$ cat src/rtl/sha256_pkg.sv
// SHA-256 constants, round primitives and FSM state type shared by the
// compression core and its message-schedule sub-module.
//   K[0..63]  round constants
//   IV[0..7]  initial hash value H0..H7
//   big_sigma0/1, small_sigma0/1, ch, maj  round/schedule primitives
package sha256_pkg;

  typedef enum logic [1:0] {
    ST_IDLE  = 2'd0,
    ST_ROUND = 2'd1,
    ST_FINAL = 2'd2
  } state_t;

  localparam int unsigned LAST_ROUND = 63;

  localparam logic [31:0] K [0:63] = '{
    32'h428a2f98, 32'h71374491, 32'hb5c0fbcf, 32'he9b5dba5,
    32'h3956c25b, 32'h59f111f1, 32'h923f82a4, 32'hab1c5ed5,
    32'hd807aa98, 32'h12835b01, 32'h243185be, 32'h550c7dc3,
    32'h72be5d74, 32'h80deb1fe, 32'h9bdc06a7, 32'hc19bf174,
    32'he49b69c1, 32'hefbe4786, 32'h0fc19dc6, 32'h240ca1cc,
    32'h2de92c6f, 32'h4a7484aa, 32'h5cb0a9dc, 32'h76f988da,
    32'h983e5152, 32'ha831c66d, 32'hb00327c8, 32'hbf597fc7,
    32'hc6e00bf3, 32'hd5a79147, 32'h06ca6351, 32'h14292967,
    32'h27b70a85, 32'h2e1b2138, 32'h4d2c6dfc, 32'h53380d13,
    32'h650a7354, 32'h766a0abb, 32'h81c2c92e, 32'h92722c85,
    32'ha2bfe8a1, 32'ha81a664b, 32'hc24b8b70, 32'hc76c51a3,
    32'hd192e819, 32'hd6990624, 32'hf40e3585, 32'h106aa070,
    32'h19a4c116, 32'h1e376c08, 32'h2748774c, 32'h34b0bcb5,
    32'h391c0cb3, 32'h4ed8aa4a, 32'h5b9cca4f, 32'h682e6ff3,
    32'h748f82ee, 32'h78a5636f, 32'h84c87814, 32'h8cc70208,
    32'h90befffa, 32'ha4506ceb, 32'hbef9a3f7, 32'hc67178f2
  };

  localparam logic [31:0] IV [0:7] = '{
    32'h6a09e667, 32'hbb67ae85, 32'h3c6ef372, 32'ha54ff53a,
    32'h510e527f, 32'h9b05688c, 32'h1f83d9ab, 32'h5be0cd19
  };

  function automatic logic [31:0] rotr(input logic [31:0] x, input int unsigned n);
    return (x >> n) | (x << (32 - n));
  endfunction

  function automatic logic [31:0] big_sigma0(input logic [31:0] x);
    return rotr(x, 2) ^ rotr(x, 13) ^ rotr(x, 22);
  endfunction

  function automatic logic [31:0] big_sigma1(input logic [31:0] x);
    return rotr(x, 6) ^ rotr(x, 11) ^ rotr(x, 25);
  endfunction

  function automatic logic [31:0] small_sigma0(input logic [31:0] x);
    return rotr(x, 7) ^ rotr(x, 18) ^ (x >> 3);
  endfunction

  function automatic logic [31:0] small_sigma1(input logic [31:0] x);
    return rotr(x, 17) ^ rotr(x, 19) ^ (x >> 10);
  endfunction

  function automatic logic [31:0] ch(input logic [31:0] e, input logic [31:0] f,
                                     input logic [31:0] g);
    return (e & f) ^ (~e & g);
  endfunction

  function automatic logic [31:0] maj(input logic [31:0] a, input logic [31:0] b,
                                      input logic [31:0] c);
    return (a & b) ^ (a & c) ^ (b & c);
  endfunction

endpackage

$ cat src/rtl/sha256_msg_sched.sv
// SHA-256 message schedule: a 16-word sliding window holding W[t..t+15].
//   clk        rising-edge clock
//   rst_n      asynchronous active-low reset, clears the window
//   i_load     load the window from i_message (W0 in bits [511:480])
//   i_shift    advance one round, appending W[t+16]
//   i_message  512-bit padded block
//   o_w        W[t] for the current round
module sha256_msg_sched
  import sha256_pkg::*;
(
  input  logic         clk,
  input  logic         rst_n,
  input  logic         i_load,
  input  logic         i_shift,
  input  logic [511:0] i_message,
  output logic [31:0]  o_w
);

  logic [31:0] r_win [16];
  logic [31:0] w_next;

  // With the window holding W[t..t+15], this is W[t+16]. Words produced
  // during the last 16 rounds are never consumed, which is harmless.
  assign w_next = small_sigma1(r_win[14]) + r_win[9] + small_sigma0(r_win[1]) + r_win[0];
  assign o_w    = r_win[0];

  // NOTE: the window is plain flops, not a RAM, so it can be cleared by the
  // async reset; a RAM-style array would be left out of the reset branch.
  always_ff @(posedge clk or negedge rst_n) begin
    if (!rst_n) begin
      for (int i = 0; i < 16; i++) r_win[i] <= '0;
    end else if (i_load) begin
      for (int i = 0; i < 16; i++) r_win[i] <= i_message[511 - 32*i -: 32];
    end else if (i_shift) begin
      for (int i = 0; i < 15; i++) r_win[i] <= r_win[i+1];
      r_win[15] <= w_next;
    end
  end

endmodule

$ cat src/rtl/sha_core.sv
// Single-block SHA-256 compression engine, one round per clock.
//   clk        rising-edge clock
//   clr        asynchronous active-low reset
//   start      one-cycle request, accepted only while idle
//   message    padded 512-bit block, W0 in bits [511:480]
//   hashvalue  digest, H0 in bits [255:224]
//   valid      high while hashvalue holds a completed digest
// Start accepted at edge E0 -> rounds at E1..E64 -> digest/valid at E65.
module sha_core
  import sha256_pkg::*;
(
  input  logic         clk,
  input  logic         clr,
  input  logic         start,
  input  logic [511:0] message,
  output logic [255:0] hashvalue,
  output logic         valid
);

  state_t        r_state;
  logic [5:0]    r_round;
  logic [31:0]   r_a, r_b, r_c, r_d, r_e, r_f, r_g, r_h;
  logic [255:0]  r_hash;
  logic          r_valid;

  logic          w_load;
  logic          w_shift;
  logic [31:0]   w_w;
  logic [31:0]   w_t1;
  logic [31:0]   w_t2;

  assign w_load  = (r_state == ST_IDLE) && start;
  assign w_shift = (r_state == ST_ROUND);

  sha256_msg_sched u_msg_sched (
    .clk       (clk),
    .rst_n     (clr),
    .i_load    (w_load),
    .i_shift   (w_shift),
    .i_message (message),
    .o_w       (w_w)
  );

  assign w_t1 = r_h + big_sigma1(r_e) + ch(r_e, r_f, r_g) + K[r_round] + w_w;
  assign w_t2 = big_sigma0(r_a) + maj(r_a, r_b, r_c);

  assign hashvalue = r_hash;
  assign valid     = r_valid;

  // NOTE: non-blocking assignments make every register below sample the
  // pre-edge values, so the a..h rotation needs no temporaries.
  always_ff @(posedge clk or negedge clr) begin
    if (!clr) begin
      r_state <= ST_IDLE;
      r_round <= '0;
      r_a     <= '0;
      r_b     <= '0;
      r_c     <= '0;
      r_d     <= '0;
      r_e     <= '0;
      r_f     <= '0;
      r_g     <= '0;
      r_h     <= '0;
      r_hash  <= '0;
      r_valid <= 1'b0;
    end else begin
      case (r_state)
        ST_IDLE: begin
          if (start) begin
            r_a     <= IV[0];
            r_b     <= IV[1];
            r_c     <= IV[2];
            r_d     <= IV[3];
            r_e     <= IV[4];
            r_f     <= IV[5];
            r_g     <= IV[6];
            r_h     <= IV[7];
            r_round <= '0;
            r_valid <= 1'b0;
            r_state <= ST_ROUND;
          end
        end
        ST_ROUND: begin
          r_h     <= r_g;
          r_g     <= r_f;
          r_f     <= r_e;
          r_e     <= r_d + w_t1;
          r_d     <= r_c;
          r_c     <= r_b;
          r_b     <= r_a;
          r_a     <= w_t1 + w_t2;
          r_round <= r_round + 6'd1;
          if (r_round == 6'(LAST_ROUND)) r_state <= ST_FINAL;
        end
        ST_FINAL: begin
          r_hash  <= {IV[0] + r_a, IV[1] + r_b, IV[2] + r_c, IV[3] + r_d,
                      IV[4] + r_e, IV[5] + r_f, IV[6] + r_g, IV[7] + r_h};
          r_valid <= 1'b1;
          r_state <= ST_IDLE;
        end
        default: r_state <= ST_IDLE;
      endcase
    end
  end

endmodule

$ cat config.mk
export PLATFORM = sky130hd
export DESIGN_NAME = sha_core
export DESIGN_NICKNAME = d
export VERILOG_FILES = /design/src/rtl/sha256_pkg.sv /design/src/rtl/sha256_msg_sched.sv /design/src/rtl/sha_core.sv
export SDC_FILE = /design/constraint.sdc
export NUM_CORES = 2
export LEC_CHECK = 0
export CAP_MARGIN = 25
export CORE_MARGIN = 8
export CORE_UTILIZATION = 35
export CTS_CLUSTER_SIZE = 14
export DETAILED_ROUTE_END_ITERATION = 6
export MAX_ROUTING_LAYER = met4
export REMOVE_ABC_BUFFERS = 1
export SYNTH_ARGS = -nofsm -noshare
export SYNTH_HDL_FRONTEND = slang
export SYNTH_SLANG_ARGS = --single-unit
$ cat constraint.sdc
create_clock -name clk -period 18.85 [get_ports clk]
set_input_delay 4.7125 -clock clk [delete_from_list [all_inputs] [get_ports clk]]
set_output_delay 4.7125 -clock clk [all_outputs]
set_load 0.03 [all_outputs]
; ---- Yosys cells after proc, flatten, opt, wreduce, memory -nomap -nowiden
; Memory sizes are Yosys's and may differ from the RTL's.
; Index checks and enable logic that the tools add are counted.
[totals]
input_bits = 515
mem_count = 1
output_inout_bits = 257
mem_bits_ro = 2048
ff_bits = 1033
[memory_table]
columns = name, depth, word_bits, read_ports, rd_ports_with_merged_regs, write_ports, line
row1 = (name not given), 64, 32, 1, 0, 0, sha_core.sv:44  ; assign w_t1 = r_h + big_sigma1(r_e) + ch(r_e, r_f, r_g) + K[r_round] + w_w;
[op_classes]
n_bitwise = 28
n_lt_le_gt_ge = 1
reduce_logical = 8
muxes = 27
n_addsub = 19
n_eq_ne = 5
[ops]
columns = cell, n
row1 = 512-bit two-way mux, 2
row2 = 32-bit case mux with 2 select lines, 8
row3 = 32-bit adder, 10
row4 = 32-bit two-way mux, 10
row5 = 32-bit XOR, 9
row6 = 32-bit bitwise AND, 5
row7 = 31-bit by 32-bit adder with 32-bit output (first input constant), 3
row8 = 32-bit adder (first input constant), 3
row9 = 29-bit by 32-bit adder with 32-bit output (first input constant), 1
row10 = 30-bit by 32-bit adder with 32-bit output (first input constant), 1
row11 = 32-bit NOT, 1
row12 = 10-bit by 32-bit bitwise OR with 32-bit output, 1
row13 = 13-bit by 32-bit bitwise OR with 32-bit output, 1
row14 = 14-bit by 32-bit bitwise OR with 32-bit output, 1
row15 = 15-bit by 32-bit bitwise OR with 32-bit output, 1
row16 = 19-bit by 32-bit bitwise OR with 32-bit output, 1
row17 = 21-bit by 32-bit bitwise OR with 32-bit output, 1
row18 = 25-bit by 32-bit bitwise OR with 32-bit output, 1
row19 = 26-bit by 32-bit bitwise OR with 32-bit output, 1
row20 = 30-bit by 32-bit bitwise OR with 32-bit output, 1
row21 = 7-bit by 32-bit bitwise OR with 32-bit output, 1
row22 = 32-bit by 22-bit XOR with 32-bit output, 1
row23 = 32-bit by 29-bit XOR with 32-bit output, 1
row24 = 6-bit case mux with 2 select lines, 1
row25 = other kinds (16), 22

; ---- Logic depth before layout (Yosys ltp)
[logic_depth]
word_depth = 9
mapped_depth = 38

; ---- Hierarchy
; Synthesis repeated with hierarchy kept, for this count alone.
[hier_totals]
hier_cells = 6827
area_unflattened_um2 = 63190.6
[modules_own_cells]
columns = module, area_per_inst_um2, n_inst, cells_per_inst
row1 = sha_core, 35066.1, 1, 3939
row2 = sha256_msg_sched, 28124.5, 1, 2888

; ---- Worst setup path before layout
; No wires, ideal clock.
[synth_timing]
path_type = register to register
start = register r_round[1]
end = register r_a[28]
setup_time_ps = 122
stages_incl_launch_ff = 33
setup_slack_ps = 10796
arrival_ps = 7933
path_buffers = 3
path_cell_list = dfrtp_1 > clkbuf_1 > clkinv_1 > ha_1 > clkbuf_1 > and3_1 > o311ai_0 > o21ai_0 > fa_1 > inv_1 > fa_1 > inv_1 > ha_1 > a21o_1 > a21oi_1 > o21bai_1 > a2111oi_2 > o21a_1 > o21bai_1 > a21oi_1 > xnor2_1 > inv_1 > fa_1 > inv_1 > ha_1 > clkbuf_1 > nand4_1 > or4_1 > nor3_1 > o21ai_1 > a211o_1 > a21o_1 > a32o_1
[synth_between]
elab_chain_cells = 8
[synth_rtl]
columns = element, line
row1 = "start, declared", sha_core.sv:21  ; logic [5:0] r_round;
row2 = "start signal, assigned", sha_core.sv:92  ; r_round <= r_round + 6'd1;
row3 = 6-bit NOT with 7-bit output (implied by the code), sha_core.sv:44
row4 = memory read 64 x 32 bit, -
row5 = 32-bit two-way mux (implied by the code) (2 in series), sha_core.sv:44
row6 = 32-bit adder (2 in series), sha_core.sv:44
row7 = 32-bit adder, sha_core.sv:91  ; r_a <= w_t1 + w_t2;
row8 = 32-bit case mux with 2 select lines, sha_core.sv:67  ; case (r_state)
row9 = "end signal, assigned", sha_core.sv:70  ; r_a <= IV[0];
row10 = "end signal, assigned", sha_core.sv:91
row11 = "end, declared", sha_core.sv:22  ; logic [31:0] r_a, r_b, r_c, r_d, r_e, r_f, r_g, r_h;
; Every way passes these cells. The select of a mux whose other input is x is not followed.
; A chain may end at the register's enable or synchronous reset.

; ---- Final worst setup path
; Ends and elaborated chain as after synthesis.

==> metrics.txt <==
Hold WC Path Type=reg2reg; Post-CTS Hold Fix Bufs=0; final hold vios=0; Nets=a little over 8,000; TritonCTS buffer count=120; post-CTS setup buffers=0; hold slack=0.472 ns; via count=approximately 54,000; Total GRT Usage=a little over a quarter; sequential area share after synthesis=41.7%; crit-path max cell delay=roughly 0.9 ns; final cell count without fillers=a little under 10,000; Synth Warn #=0; Placed Cells incl. Taps=9,510; ys flop type=dfrtp_1; clk sinks=between 1,000 and 1,500; Yosys reg bits=about 1,000; root buffer cell=clkbuf_16; Die ar.=around 190,000 um^2; die height=around 440 um; area of the multi-input gates=33,000 um^2; type of origin of the critical path=flop; top-area cell type share of the netlist area=around two fifths; Avg WL per Cell=between 20 and 30 um; status=finished, final reports clean; area delta synth->final=21.7%; Detailed Route Iter0 Violations=4,851; WP data required=19.52 ns; synthesized area=62,000 um^2; DRT Pass-1 Iters=6; Crit Path Max Fanout=15; maxcap violations=0; number of flops mapped to enable cells by yosys=0; # H-tree levels=3; CP endpoint kind=flop; pin count of the biggest net entering global routing=251; Max Clock Freq=0.102 GHz; Setup TNS=0 ns; CTS tree=yes; CP max-delay cell=ha_1; final worst path period share=around half; area leader, netlist=dfrtp_1; Final min period=just under 10 ns; initial antenna violation count=between 90 and 100; die extent in x=437 um; number of global-route vias before repair=roughly 54,000; post-CTS sizing=0; drc violations=0; Max Transition Viols Final=0; fillers=roughly 17,000; Clk pin slew, worst setup/hold paths=about 0.070 ns; IO buf count=around 770; Antenna Nets Post-Route=0; Core Area=roughly 180,000 um^2; cell count after synthesis=between 6,000 and 7,000; routability cong.=roughly 0.96; Clock Skew=0.0628 ns; Post-Route WL=~250,000 um; Setup Viol. Count Final=0; mean number of vias per cell=around 5.5; commonest cells in the netlist=nand2_1 (1,177), dfrtp_1 (1,033), o21ai_0 (923); Reg2Reg Depth=29; HPWL after detailed placement=around 190,000 um; Register Area=25,900 um^2; number of core rows=around 150; Slew Limit Headroom=between 10% and 20%; Worst Tran Pin Value=between 1 and 1.5 ns; Congestion Overflow GR=0; Ports=between 700 and 800; main area contributors after synthesis=dfrtp_1 (42%), o21ai_0 (7.4%), nand2_1 (7.1%), fa_1 (6.0%), a22oi_1 (6.0%); Clock Path Buffers=3; mean post-synth cell area=8.99 um^2; ys async rst share=100%; Initial Util=a little over a third; distinct cell type count of the synthesized netlist=98; cell with the most instances after synthesis=nand2_1; CP arrival=between 10 and 15 ns; Clock Latency Late Sink=0.79 ns; unrepaired setup endpoints after global routing=no; layout cells sized above 1=4.99%; first-pass GRT wire length=~370,000 um; Min-Delay Path Depth=2; WS Path Type=reg2reg
-- routing by layer --
layer	routed length, um	vias up	GRT usage (%)
li1	-	24800	-
met1	103000	26700	32.1
met2	125000	1779	43.4
met3	16800	365	5.59
met4	9180	0	9.01
met5	0	-	-
-- worst paths after layout --
| kind | from | endpoint | slack (ns) |
|---|---|---|---|
| worst max-delay path | r_round[1] | r_a[28] | 9.05 |
| worst min-delay path | hashvalue[164] | hashvalue[164] | 0.47 |
| worst max register to register | r_round[1] | r_a[28] | 9.05 |
| worst min register to register | hashvalue[164] | hashvalue[164] | 0.47 |
| max in group asynchronous | clr | r_a[12] | 11.72 |
| min in group asynchronous | clr | hashvalue[52] | 3.94 |
-- layout by cell type (no fill, tap or decap), drive strengths merged, types with 46 or more instances in the layout --
cell type	synthesis	final
fa	187	187
o21ai	936	936
nand2	1177	1177
a31oi	46	46
a22oi	497	497
a22o	76	76
buf	46	76
dfrtp	1033	1033
a21oi	270	270
inv	281	288
nand3	154	154
a21o	110	110
clkbuf	530	177
nor3	60	60
ha	153	153
xor2	172	172
nor2	261	261
xnor2	382	382
diode	0	81
clkdlybuf4s50	0	769
-- registers in the layout, indices dropped and copies added (netlist names) --
signal and flops:
hashvalue 256, r_a 32, r_b 32, r_c 32, r_d 32, r_e 32, r_f 32, r_g 32
r_h 32, r_round 6, r_state 2, u_msg_sched.o_w 32, u_msg_sched.r_win 480, valid 1
-- worst max-delay path, delay by kind of cell (launching register included) --
family          cells  cell delay, ns
xor+xnor            1            0.22
buf+inv             4            0.71
flops               1            0.66
simple gates        5            1.67
compound gates     13            3.26
fa+ha+maj           6            3.15
-- stage by stage --
stage | setup slack (ns) | utilization, % | area (um^2)
2_1_floorplan | -28.49 | - | 59900
3_3_place_gp | 9.20 | 40.4 | 71200
3_5_place_dp | 9.15 | 40.4 | 71200
4_1_cts | 9.15 | 42.7 | 75300
5_1_grt | 8.44 | 42.9 | 75500
6_report | 9.05 | 42.9 | 75500
-- cell type report --
cell class	count	area share, %
flip-flops and latches	1033	34.3
multi-input cells	5009	43.7
diodes	81	0.268
well taps	2340	3.88
inverters	284	1.41
clock buffers	177	4.73
repair buffers	845	11.0
clock inverters	47	0.698
-- cells by family (layout without fill, tap and decap cells) --
kind of cell	after synthesis	after routing	synth area share (%)
AOI/OAI and AO/OA	2234	2234	22.8
and+or+nand+nor	1830	1830	12.3
DFF	1033	1033	41.7
buffers and inverters	860	1353	5.24
xor gates and xnor gates	554	554	7.82
adders and majority gates	342	342	9.15
muxes	49	49	0.982
other	0	81	0
Power is not shown: default switching activity piles up to over one toggle a cycle in this logic, so the estimate is an artifact.
